## src/rtl/shared_ram_bus_arbiter.sv

```systemverilog
// Two-port (A = main CPU, B = sub CPU) arbiter onto one shared RAM.
// Drives the RAM strobes, the ls245 stage DIR/OEn controls and the per-CPU WAIT_n.
module shared_ram_bus_arbiter #(
  parameter int AW = 11,
  parameter int DW = 8
) (
  input  logic          clk,
  input  logic          reset,
  input  logic          a_cs_n,
  input  logic          a_rd_n,
  input  logic          a_wr_n,
  input  logic [AW-1:0] a_addr,
  input  logic [DW-1:0] a_wdata,
  output logic [DW-1:0] a_rdata,
  output logic          a_wait_n,
  input  logic          b_cs_n,
  input  logic          b_rd_n,
  input  logic          b_wr_n,
  input  logic [AW-1:0] b_addr,
  input  logic [DW-1:0] b_wdata,
  output logic [DW-1:0] b_rdata,
  output logic          b_wait_n,
  output logic [AW-1:0] ram_addr,
  output logic [DW-1:0] ram_wdata,
  output logic          ram_we,
  input  logic [DW-1:0] ram_rdata,
  output logic          xcvr_dir,
  output logic          xcvr_oen
);

  typedef enum logic [1:0] {
    S_IDLE,
    S_ACCESS,
    S_DATA,
    S_RELEASE
  } state_t;

  typedef enum logic {
    PORT_A,
    PORT_B
  } port_t;

  state_t        state;
  port_t         grant;
  port_t         last_grant;
  port_t         next_grant;
  logic          grant_wr;

  logic          a_req;
  logic          b_req;
  logic          a_is_wr;
  logic          b_is_wr;
  logic          a_served;
  logic          b_served;
  logic          grant_req;

  logic [AW-1:0] sel_addr;
  logic [DW-1:0] sel_wdata;
  logic          sel_wr;

  // A write strobe wins over a simultaneous read strobe.
  assign a_req   = ~a_cs_n & (~a_rd_n | ~a_wr_n);
  assign b_req   = ~b_cs_n & (~b_rd_n | ~b_wr_n);
  assign a_is_wr = ~a_wr_n;
  assign b_is_wr = ~b_wr_n;

  always_comb begin
    next_grant = PORT_A;
    if (a_req && b_req) begin
      if (last_grant == PORT_A) begin
        next_grant = PORT_B;
      end else begin
        next_grant = PORT_A;
      end
    end else if (b_req) begin
      next_grant = PORT_B;
    end
  end

  always_comb begin
    sel_addr  = a_addr;
    sel_wdata = a_wdata;
    sel_wr    = a_is_wr;
    if (next_grant == PORT_B) begin
      sel_addr  = b_addr;
      sel_wdata = b_wdata;
      sel_wr    = b_is_wr;
    end
  end

  assign a_served  = ((state == S_DATA) || (state == S_RELEASE)) && (grant == PORT_A);
  assign b_served  = ((state == S_DATA) || (state == S_RELEASE)) && (grant == PORT_B);
  assign grant_req = (grant == PORT_A) ? a_req : b_req;

  assign a_wait_n = reset | ~a_req | a_served;
  assign b_wait_n = reset | ~b_req | b_served;

  always_ff @(posedge clk) begin
    if (reset) begin
      state      <= S_IDLE;
      grant      <= PORT_A;
      last_grant <= PORT_B;
      grant_wr   <= 1'b0;
      a_rdata    <= '0;
      b_rdata    <= '0;
      ram_addr   <= '0;
      ram_wdata  <= '0;
      ram_we     <= 1'b0;
      xcvr_dir   <= 1'b0;
      xcvr_oen   <= 1'b1;
    end else begin
      ram_we <= 1'b0;
      case (state)
        S_IDLE: begin
          if (a_req || b_req) begin
            grant    <= next_grant;
            grant_wr <= sel_wr;
            ram_addr <= sel_addr;
            xcvr_dir <= sel_wr;
            xcvr_oen <= 1'b0;
            if (sel_wr) begin
              ram_wdata <= sel_wdata;
              ram_we    <= 1'b1;
            end
            state <= S_ACCESS;
          end
        end
        S_ACCESS: begin
          last_grant <= grant;
          state      <= S_DATA;
        end
        S_DATA: begin
          if (!grant_wr) begin
            if (grant == PORT_A) begin
              a_rdata <= ram_rdata;
            end else begin
              b_rdata <= ram_rdata;
            end
          end
          // DIR is held here and cleared one edge later, so it never moves
          // on the same edge that OEn goes inactive.
          xcvr_oen <= 1'b1;
          state    <= S_RELEASE;
        end
        S_RELEASE: begin
          xcvr_dir <= 1'b0;
          if (!grant_req) begin
            state <= S_IDLE;
          end
        end
        default: begin
          state <= S_IDLE;
        end
      endcase
    end
  end

endmodule
```

## config.mk

```make
export PLATFORM = sky130hd
export DESIGN_NAME = shared_ram_bus_arbiter
export DESIGN_NICKNAME = d
export VERILOG_FILES = /design/src/rtl/shared_ram_bus_arbiter.sv
export SDC_FILE = /design/constraint.sdc
export NUM_CORES = 1
export LEC_CHECK = 0
export BUFFER_PORTS_ARGS = -buffer_cell sky130_fd_sc_hd__buf_4
export CAP_MARGIN = 25
export CORE_MARGIN = 2
export CORE_UTILIZATION = 33
export DETAILED_ROUTE_END_ITERATION = 12
export HOLD_SLACK_MARGIN = 0.1
export MAX_ROUTING_LAYER = met4
export PLACE_DENSITY = 0.65
export SYNTH_ARGS = -nofsm -noshare
export SYNTH_HDL_FRONTEND = slang
export SYNTH_SLANG_ARGS = --single-unit
```

## constraint.sdc

```tcl
create_clock -name clk -period 1.65 [get_ports clk]
set_input_delay 0.165 -clock clk [delete_from_list [all_inputs] [get_ports clk]]
set_output_delay 0.165 -clock clk [all_outputs]
set_load 0.02 [all_outputs]
```

==> results.sh, run 1 <==
export IMPL_hold_viol=0
export IMPL_syn_avg_cell_area_um2=10.1
export IMPL_yosysWarnings=0
export IMPL_drt_total_wl_um=4730
export IMPL_start_util_pct=33.6
export IMPL_syn2layout_area_growth_pct=53.5
export IMPL_io_buffers=93
export IMPL_p_total_mw=4.37
export IMPL_drtPass1Iterations=4
export IMPL_drtIter0Drc=92
export IMPL_vias=1754
export IMPL_detail_route_wl_per_cell_um=12.8
export IMPL_worstPathRequired_ps=1830
export IMPL_fmax_mhz=630
export IMPL_synth_area_leaders="dfxtp_1 44%, mux2i_1 18%, nor2_1 6.0%, a211oi_2 5.1%, a211oi_1 4.6%"
export IMPL_crit_arrival_ps=1760
export IMPL_io_pins=94
export IMPL_synthArstFlopShare_pct=0
export IMPL_rr_startpoint="state[0]"
export IMPL_final_common_cell="buf_4"
export IMPL_finalInstanceArea_mm2=0.00300
export IMPL_synth_edf_count=0
export IMPL_clk_pin_slew_worst_paths_ps=80
export IMPL_htree_levels=2
export IMPL_cts_tree="yes"
export IMPL_synth_seq_cells=43
export IMPL_die_w_um=80.9
export IMPL_finalCriticalPeriod_ps=1590
export IMPL_ctsRootBufferMaster="clkbuf_8"
export IMPL_reg2reg_to="ram_wdata[0]"
export IMPL_pre_cts_slack_ps=29.2
export IMPL_cts_buffers=5
export IMPL_antenna_found_initial=0
export IMPL_synth_cells=194
export IMPL_synth_top_area_share_pct=44.1
export IMPL_crit_end="ram_wdata[0]"
export IMPL_ys_seq_area_share_pct=44.1
export IMPL_end_kind="flip-flop"
export IMPL_clk_path_buf_depth=2
export IMPL_synth_cell_area_mm2=0.00195
export IMPL_yosysUniqueCellTypes=38
export IMPL_clock_sinks=43
export IMPL_post_route_period_util_pct=96.2
export IMPL_gp_congestion=0.799
export IMPL_layout_drive_gt1_share_pct=45.9
export IMPL_rrSetupSlack_ps=60
export IMPL_grt_pass1_vias=1689
export IMPL_power_density_mw_per_mm2=1460
export IMPL_layout_cells_most_common_list="100 x buf_4, 42 x dfxtp_1, 35 x mux2i_1"
export IMPL_placed_area_mm2=0.00280
export IMPL_setup_viol=0
export IMPL_drv_slew=0
export IMPL_post_cts_buffers=0
export IMPL_antenna_left=0
export IMPL_reg2reg_depth=7
export IMPL_synth_top_area_cell="dfxtp_1"
export IMPL_peakVddDrop_uv=642
export IMPL_rows=28
export IMPL_chipHeight_um=80.9
export IMPL_status="finished clean"
export IMPL_start_kind="flip-flop"
export IMPL_coreArea_mm2=0.00582
export IMPL_synth_main_ff_cell="dfxtp_1"
export IMPL_via_per_inst=4.75
export IMPL_clock_latency_ps=290
export IMPL_max_cap_violations=0
export IMPL_die_area_mm2=0.00655
export IMPL_drc=0
export IMPL_critPathMaxFanout=8
export IMPL_hp_class="input pin to flip-flop"
export IMPL_post_dp_hpwl_um=3490
export IMPL_num_antenna_cells=0
export IMPL_grt_use_total_pct=15.6
export IMPL_worst_pin_slew_ps=383
export IMPL_stdcell_count=369
export IMPL_dp_cells=360
export IMPL_p_leak_nw=1.36
export IMPL_setup_worst_path_start="state[0]"
export IMPL_critPathKind="flip-flop to flip-flop"
export IMPL_grt_pass1_wl_um=7750
export IMPL_overflow=0
export IMPL_grt_max_degree=26
export IMPL_clock_skew_ps=3.34
export IMPL_relSlewSlack_pct=74.3
export IMPL_setup_ws_ps=63.0
export IMPL_layout_nets=351
export IMPL_syn_nets=252
[power breakdown]
part / switching [mW] / internal (mW)
clock network: 0.351 / 0.605
logic: 1.01 / 0.957
registers: 0.154 / 1.29
total: 1.51 / 2.85
[worst min-delay path by stage]
stage,from,depth (start not counted),endpoint
final,ram_rdata[0],3,b_rdata[0]
after global routing,ram_rdata[3],3,b_rdata[3]
after CTS,ram_rdata[0],3,b_rdata[0]
after detailed placement,ram_rdata[0],3,b_rdata[0]
after global placement,ram_rdata[3],3,b_rdata[3]
after floorplan,ram_rdata[0],2,b_rdata[0]
[layout make-up]
cell class              count  area, µm²
well taps                  75       93.8
clock inverters             2       60.1
multi-input cells         135       1060
clock buffers               6       72.6
inverters                   3       11.3
flip-flops and latches     43        865
fillers                   564       2820
repair buffers            105        833
[through the flow]
| stage | setup TNS, ps | util [%] | hold slack (ps) |
|---|---|---|---|
| CTS | 0 | 50.5 | 110 |
| detailed placement | 0 | 48.1 | 417 |
| finish | 0 | 51.5 | 113 |
| global placement | 0 | 48.1 | 411 |
| floorplan | 0 | - | 309 |
| global route | -39.7 | 51.5 | 108 |
[critical path, cell delays in order (launching register included)]
cell and delay, ps:
dfxtp_4 370, inv_2 50, ha_2 180, or3b_4 390, o31ai_4 90, and2_4 210
buf_12 120, a211oi_2 60
[cell usage after synthesis (2+ instances only)]
cell type   n
inv_1       3
o21ai_0     3
buf_2       3
buf_4       3
ha_1        4
nand3b_1    2
a211oi_2    8
clkbuf_1    6
a21oi_2     2
nor2b_1     2
a211oi_1   12
a21oi_1    10
mux2i_1    35
dfxtp_1    43
nor2_1     31
nand2_1     5
[cells by family (layout without fill, tap and decap cells)]
group                      Yosys count  after routing  share of synthesized area, %
muxes                               35             35                          17.9
and+or+nand+nor                     50             50                          12.2
buffers and inverters               16            116                          4.23
DFF                                 43             43                          44.1
AOI/OAI and AO/OA                   46             46                          19.0
adders and majority gates            4              4                          2.56
[registers in the layout, indices dropped and copies added, names as in the netlist]
signal      count
ram_addr       11
a_rdata         8
b_rdata         8
ram_wdata       8
state           2
grant           1
grant_wr        1
last_grant      1
ram_we          1
xcvr_dir        1
xcvr_oen        1
[repair_timing]
item,4_1_cts,5_1_grt
gates resized for setup,2,15
pin swaps,0,4
gates cloned,0,1
hold buffers,0,0
setup endpoints to repair,2,13
[metal layers]
layer  routed length [µm]  GRT usage [%]  up-vias
met4                   46           5.59        0
li1                     -              -      891
met5                    0              -        -
met1                 2150           19.3      801
met2                 2270           25.1       57
met3                  262           3.11        5
Note: power is estimated with default switching activity, not from simulation.
==> run 2: changes to the inputs <==
ABC_AREA = 1   (was not set)
PLACE_DENSITY = 0.64   (was 0.65)
==> results.sh, run 2 <==
export IMPL_crit_arrival_ps=1370
export IMPL_worstPathRequired_ps=1480
export IMPL_ctsRootBufferMaster="clkbuf_8"
export IMPL_yosysWarnings=0
export IMPL_cts_hold_buf=0
export IMPL_finalCriticalPeriod_ps=1540
export IMPL_largest_reg_flops=11
export IMPL_drc=0
export IMPL_synth_common_cells="106 x nand2_1, 43 x dfxtp_1, 34 x inv_1, 29 x a21oi_1, 23 x o21ai_0"
export IMPL_drtPass1Iterations=4
export IMPL_clock_skew_ps=9.49
export IMPL_die_area_mm2=0.00666
export IMPL_syn2layout_area_growth_pct=44.8
export IMPL_drv_slew=0
export IMPL_power_density_mw_per_mm2=1350
export IMPL_layout_cells_most_common_list="106 x nand2_1, 100 x buf_4, 42 x dfxtp_1"
export IMPL_status="finished clean"
export IMPL_rsz0062_at_grt="false"
export IMPL_synth_xor_area_share_pct=0
export IMPL_post_route_period_util_pct=93.1
export IMPL_muxShareOfSynthArea_pct=0
export IMPL_synth_edf_count=0
export IMPL_fin_setup_tns_ps=0
export IMPL_drtIter0Drc=49
export IMPL_synth_top_family_by_area="simple AND/OR/NAND/NOR gates"
export IMPL_synthArstFlopShare_pct=0
export IMPL_grt_max_degree=20
export IMPL_ys_seq_area_share_pct=43.3
export IMPL_met1Wirelength_um=2200
export IMPL_io_pins=94
export IMPL_coreArea_mm2=0.00589
export IMPL_io_buffers=93
export IMPL_start_kind="flip-flop"
export IMPL_peakVddDrop_uv=542
export IMPL_hp_class="input pin to flip-flop"
export IMPL_grt_pass1_vias=1871
export IMPL_placed_area_mm2=0.00276
export IMPL_yosys_area_share_adder_pct=2.52
export IMPL_p_leak_nw=1.45
export IMPL_drt_total_wl_um=5050
export IMPL_cts_tree="yes"
export IMPL_post_dp_hpwl_um=3890
export IMPL_layout_nets=446
export IMPL_final_common_cell="nand2_1"
export IMPL_fmax_mhz=651
export IMPL_synth_top_area_cell="dfxtp_1"
export IMPL_rows=28
export IMPL_chipHeight_um=81.6
export IMPL_holdPathStages=2
export IMPL_antenna_found_initial=0
export IMPL_num_antenna_cells=0
export IMPL_clock_latency_ps=300
export IMPL_maxUsedRoutingLayer="met4"
export IMPL_synth_top_area_share_pct=43.3
export IMPL_yosysUniqueCellTypes=20
export IMPL_layout_drive_gt1_share_pct=31.4
export IMPL_synth_cells=293
export IMPL_reg2reg_to="ram_wdata[3]"
export IMPL_dr_wl_met2_um=2480
export IMPL_clk_path_buf_depth=2
export IMPL_synth_main_ff_cell="dfxtp_1"
export IMPL_end_kind="primary output"
export IMPL_die_w_um=81.6
export IMPL_worst_pin_slew_ps=399
export IMPL_syn_avg_cell_area_um2=6.79
export IMPL_max_cap_violations=0
export IMPL_vias=2034
export IMPL_synth_area_leaders="dfxtp_1 43%, nand2_1 20%, a21oi_1 7.3%, inv_1 6.4%, o21ai_0 5.8%"
export IMPL_fin_util_pct=48.9
export IMPL_relSlewSlack_pct=73.4
export IMPL_post_cts_buffers=0
export IMPL_hold_viol=0
export IMPL_finalInstanceArea_mm2=0.00288
export IMPL_grt_use_total_pct=16.1
export IMPL_setup_worst_path_start="state[0]"
export IMPL_clock_sinks=43
export IMPL_top_register="ram_addr"
export IMPL_grt_pass1_wl_um=8050
export IMPL_reg2reg_depth=8
export IMPL_cts_buffers=5
export IMPL_antenna_left=0
export IMPL_syn_nets=351
export IMPL_synth_cell_area_mm2=0.00199
export IMPL_start_util_pct=33.8
export IMPL_synth_simple_area_share_pct=29.3
export IMPL_p_total_mw=3.90
export IMPL_gp_congestion=0.770
export IMPL_via_per_inst=4.38
export IMPL_synth_seq_cells=43
export IMPL_met3WireLength_um=296
export IMPL_clk_pin_slew_worst_paths_ps=80
export IMPL_critPathKind="flip-flop to primary output"
export IMPL_overflow=0
export IMPL_critPathMaxFanout=6
export IMPL_setup_viol=0
export IMPL_crit_end="a_wait_n"
export IMPL_htree_levels=2
export IMPL_synth_compound_area_share_pct=14.4
export IMPL_rrSetupSlack_ps=250
export IMPL_synth_most_common_cell="nand2_1"
export IMPL_rr_startpoint="state[0]"
export IMPL_detail_route_wl_per_cell_um=10.9
==> run 2: changes by cell type in the layout (fill, tap and decap cells not counted), moves of 3 or more <==
cell	delta
nand2_2	+4
buf_12	-3
a211oi_1	-12
a211oi_2	-8
nand3_1	+7
nand2_1	+101
o21ai_0	+20
nor2_1	-10
inv_1	+32
mux2i_1	-35
a21oi_1	+19
==> run 2: cell families after synthesis <==
group                    Yosys count
AND/OR/NAND/NOR                  143
adder cells (fa/ha/maj)            4
flip-flops                        43
buffers and inverters             48
AO/OA/AOI/OAI                     55
==> run 2: cell type report <==
| class | count | area (µm²) |
|---|---|---|
| Inverter | 36 | 138 |
| Timing Repair Buffer | 100 | 751 |
| Multi-Input combinational cell | 202 | 922 |
| Tap cell | 75 | 93.8 |
| Sequential cell | 43 | 862 |
| Clock buffer | 5 | 68.8 |
| Clock inverter | 3 | 43.8 |
| Fill cell | 624 | 3010 |
==> run 2: critical path, cell delays in order (launching register included) <==
cell and delay (ps):
dfxtp_2 370, inv_1 70, ha_2 220, o21ai_1 150, nand4_1 90, buf_4 180
==> run 2: power by group <==
part / switching, mW / internal [mW]
combinational: 0.940 / 0.676
clock: 0.369 / 0.451
sequential: 0.157 / 1.30
total: 1.47 / 2.43
==> run 2: metal layers <==
metal  vias to the layer above  GRT usage, %
met4                         0          4.50
met3                         7          4.29
li1                       1095             -
met1                       877          18.0
met5                         -             -
met2                        55          28.2
==> run 2: how the worst min path moves through the flow <==
stage / startpoint / endpoint / slack (ps)
floorplan: reset / ram_addr[3] / 230
global placement: a_rdata[6] / a_rdata[6] / 430
detailed placement: b_rdata[7] / b_rdata[7] / 440
CTS: reset / grant_wr / 140
global route: reset / grant_wr / 150
finish: reset / grant_wr / 150
==> run 2: stage by stage <==
step,hold WS [ps],worst slack [ps],std cells
after detailed placement,438,235,456
final,148,114,464
after CTS,136,42.5,464
after global routing,152,31.3,464
after floorplan,234,392,293
after global placement,433,319,456
==> run 2: repair_timing <==
action                     in CTS  in global routing
pin swaps                       0                  0
hold endpoints to repair        0                  0
gates resized for setup         2                  1
setup endpoints to repair       2                  2
==> run 3: changes to the inputs <==
CELL_PAD_IN_SITES_DETAIL_PLACEMENT = 0   (was not set)
CELL_PAD_IN_SITES_GLOBAL_PLACEMENT = 1   (was not set)
CORE_UTILIZATION = 28   (was 33)
PLACE_DENSITY = 0.78   (was 0.64)
==> results.sh, run 3 (synthesized netlist as in run 2, its figures left out) <==
export IMPL_hp_class="input pin to flip-flop"
export IMPL_critPathMaxFanout=6
export IMPL_crit_family="flip-flops"
export IMPL_syn2layout_area_growth_pct=45.2
export IMPL_dr_wl_met2_um=2300
export IMPL_relSlewSlack_pct=79.0
export IMPL_n_fill_cell=751
export IMPL_fmax_mhz=660
export IMPL_p_total_mw=3.79
export IMPL_worstPathRequired_ps=1480
export IMPL_setup_viol=0
export IMPL_pre_cts_slack_ps=327
export IMPL_hold_viol=0
export IMPL_clk_path_buf_depth=2
export IMPL_combPwrFrac_pct=42.9
export IMPL_worst_pin_slew_ps=314
export IMPL_io_buffers=93
export IMPL_final_common_cell="nand2_1"
export IMPL_met1Wirelength_um=2510
export IMPL_switching_share_pct=38.7
export IMPL_finalCriticalPeriod_ps=1520
export IMPL_cts_buffers=5
export IMPL_drc=0
export IMPL_num_antenna_cells=0
export IMPL_setup_ws_ps=134
export IMPL_grt_pass1_vias=1883
export IMPL_grt_max_degree=20
export IMPL_slowest_stage="dfxtp_2"
export IMPL_seqCellArea_um2=862
export IMPL_clock_sinks=43
export IMPL_rsz0062_at_grt="false"
export IMPL_slowest_delay_ps=350
export IMPL_fin_setup_tns_ps=0
export IMPL_path_buf_inv=2
export IMPL_drtIter0Drc=38
export IMPL_multiInputGateArea_um2=922
export IMPL_coreArea_mm2=0.00683
export IMPL_crit_arrival_ps=1350
export IMPL_die_area_mm2=0.00779
export IMPL_antenna_left=0
export IMPL_status="finished clean"
export IMPL_clock_skew_ps=8.66
export IMPL_via_per_inst=4.14
export IMPL_top_register="ram_addr"
export IMPL_p_leak_nw=1.44
export IMPL_detail_route_wl_per_cell_um=10.6
export IMPL_antenna_found_initial=0
export IMPL_largest_reg_flops=11
export IMPL_max_cap_violations=0
export IMPL_drtPass1Iterations=4
export IMPL_layout_nets=446
export IMPL_post_dp_hpwl_um=3850
export IMPL_clock_latency_ps=290
export IMPL_clk_pin_slew_worst_paths_ps=80
export IMPL_peakVddDrop_uv=442
export IMPL_power_density_mw_per_mm2=1310
export IMPL_rows=30
export IMPL_grt_pass1_wl_um=8420
export IMPL_critPathKind="flip-flop to primary output"
export IMPL_chipHeight_um=88.3
export IMPL_end_kind="primary output"
export IMPL_grt_use_total_pct=14.0
export IMPL_ctsRootBufferMaster="clkbuf_8"
export IMPL_path_cells="inv_1, ha_2, o21ai_0, nand3_1, buf_4"
export IMPL_p_sw_mw=1.47
export IMPL_layout_drive_gt1_share_pct=31.1
export IMPL_gp_congestion=0.727
export IMPL_maxUsedRoutingLayer="met4"
export IMPL_drt_total_wl_um=5160
export IMPL_met3WireLength_um=302
export IMPL_htree_levels=2
export IMPL_post_route_period_util_pct=91.9
export IMPL_layout_cells_most_common_list="106 x nand2_1, 100 x buf_4, 42 x dfxtp_1"
export IMPL_cts_tree="yes"
export IMPL_overflow=0
export IMPL_start_util_pct=29.1
export IMPL_finalInstanceArea_mm2=0.00289
export IMPL_drv_slew=0
export IMPL_p_int_mw=2.32
export IMPL_die_w_um=88.3
export IMPL_start_kind="flip-flop"
export IMPL_clkPwrFrac_pct=18.5
export IMPL_io_pins=94
export IMPL_vias=2006
export IMPL_placed_area_mm2=0.00279
export IMPL_p_seq_share_pct=38.6
run 3: changes by cell type in the layout (fill, tap and decap cells not counted), sizes merged:
cell    previous run  this run
bufinv             1         0
clkbuf             5         7
clkinv             2         1
run 3: repair_timing:
item	in CTS	in global routing
buffers inserted	0	0
hold buffers	0	0
resized for setup	0	3
endpoints found under the setup margin	0	2
run 3: per-stage QoR:
step | std cells | utilization (%) | hold WS [ps]
2_1_floorplan | 293 | - | 234
3_3_place_gp | 477 | 40.8 | 432
3_5_place_dp | 477 | 40.8 | 436
4_1_cts | 485 | 42.2 | 142
5_1_grt | 485 | 42.3 | 141
6_report | 485 | 42.3 | 148
run 3: power by group through the flow:
stage,clock network (mW),registers (mW),logic (mW)
floorplan,0,1.73,0.742
global placement,0,1.48,1.63
detailed placement,0,1.48,1.64
CTS,0.734,1.46,1.65
global route,0.778,1.50,1.82
finish,0.704,1.46,1.63
run 3: cell type report:
class / count / area share, %
Multi-Input combinational cell: 202 / 31.9
Sequential cell: 43 / 29.9
Timing Repair Buffer: 100 / 26.0
Inverter: 36 / 4.77
Tap cell: 96 / 4.16
Clock buffer: 7 / 2.99
Clock inverter: 1 / 0.303
run 3: worst paths after layout:
check	start	endpoint	slack, ps	cells past startpoint
setup / recovery	state[0]	b_wait_n	130	5
hold / removal	reset	grant_wr	150	2
setup reg to reg	state[1]	ram_wdata[4]	320	7
hold reg to reg	b_rdata[0]	b_rdata[0]	450	2
run 3: metal layers:
metal  track usage [%]  up-vias
li1                  -     1092
met1              18.2      855
met2              21.9       55
met3              3.45        4
met4              3.72        0
met5                 -        -
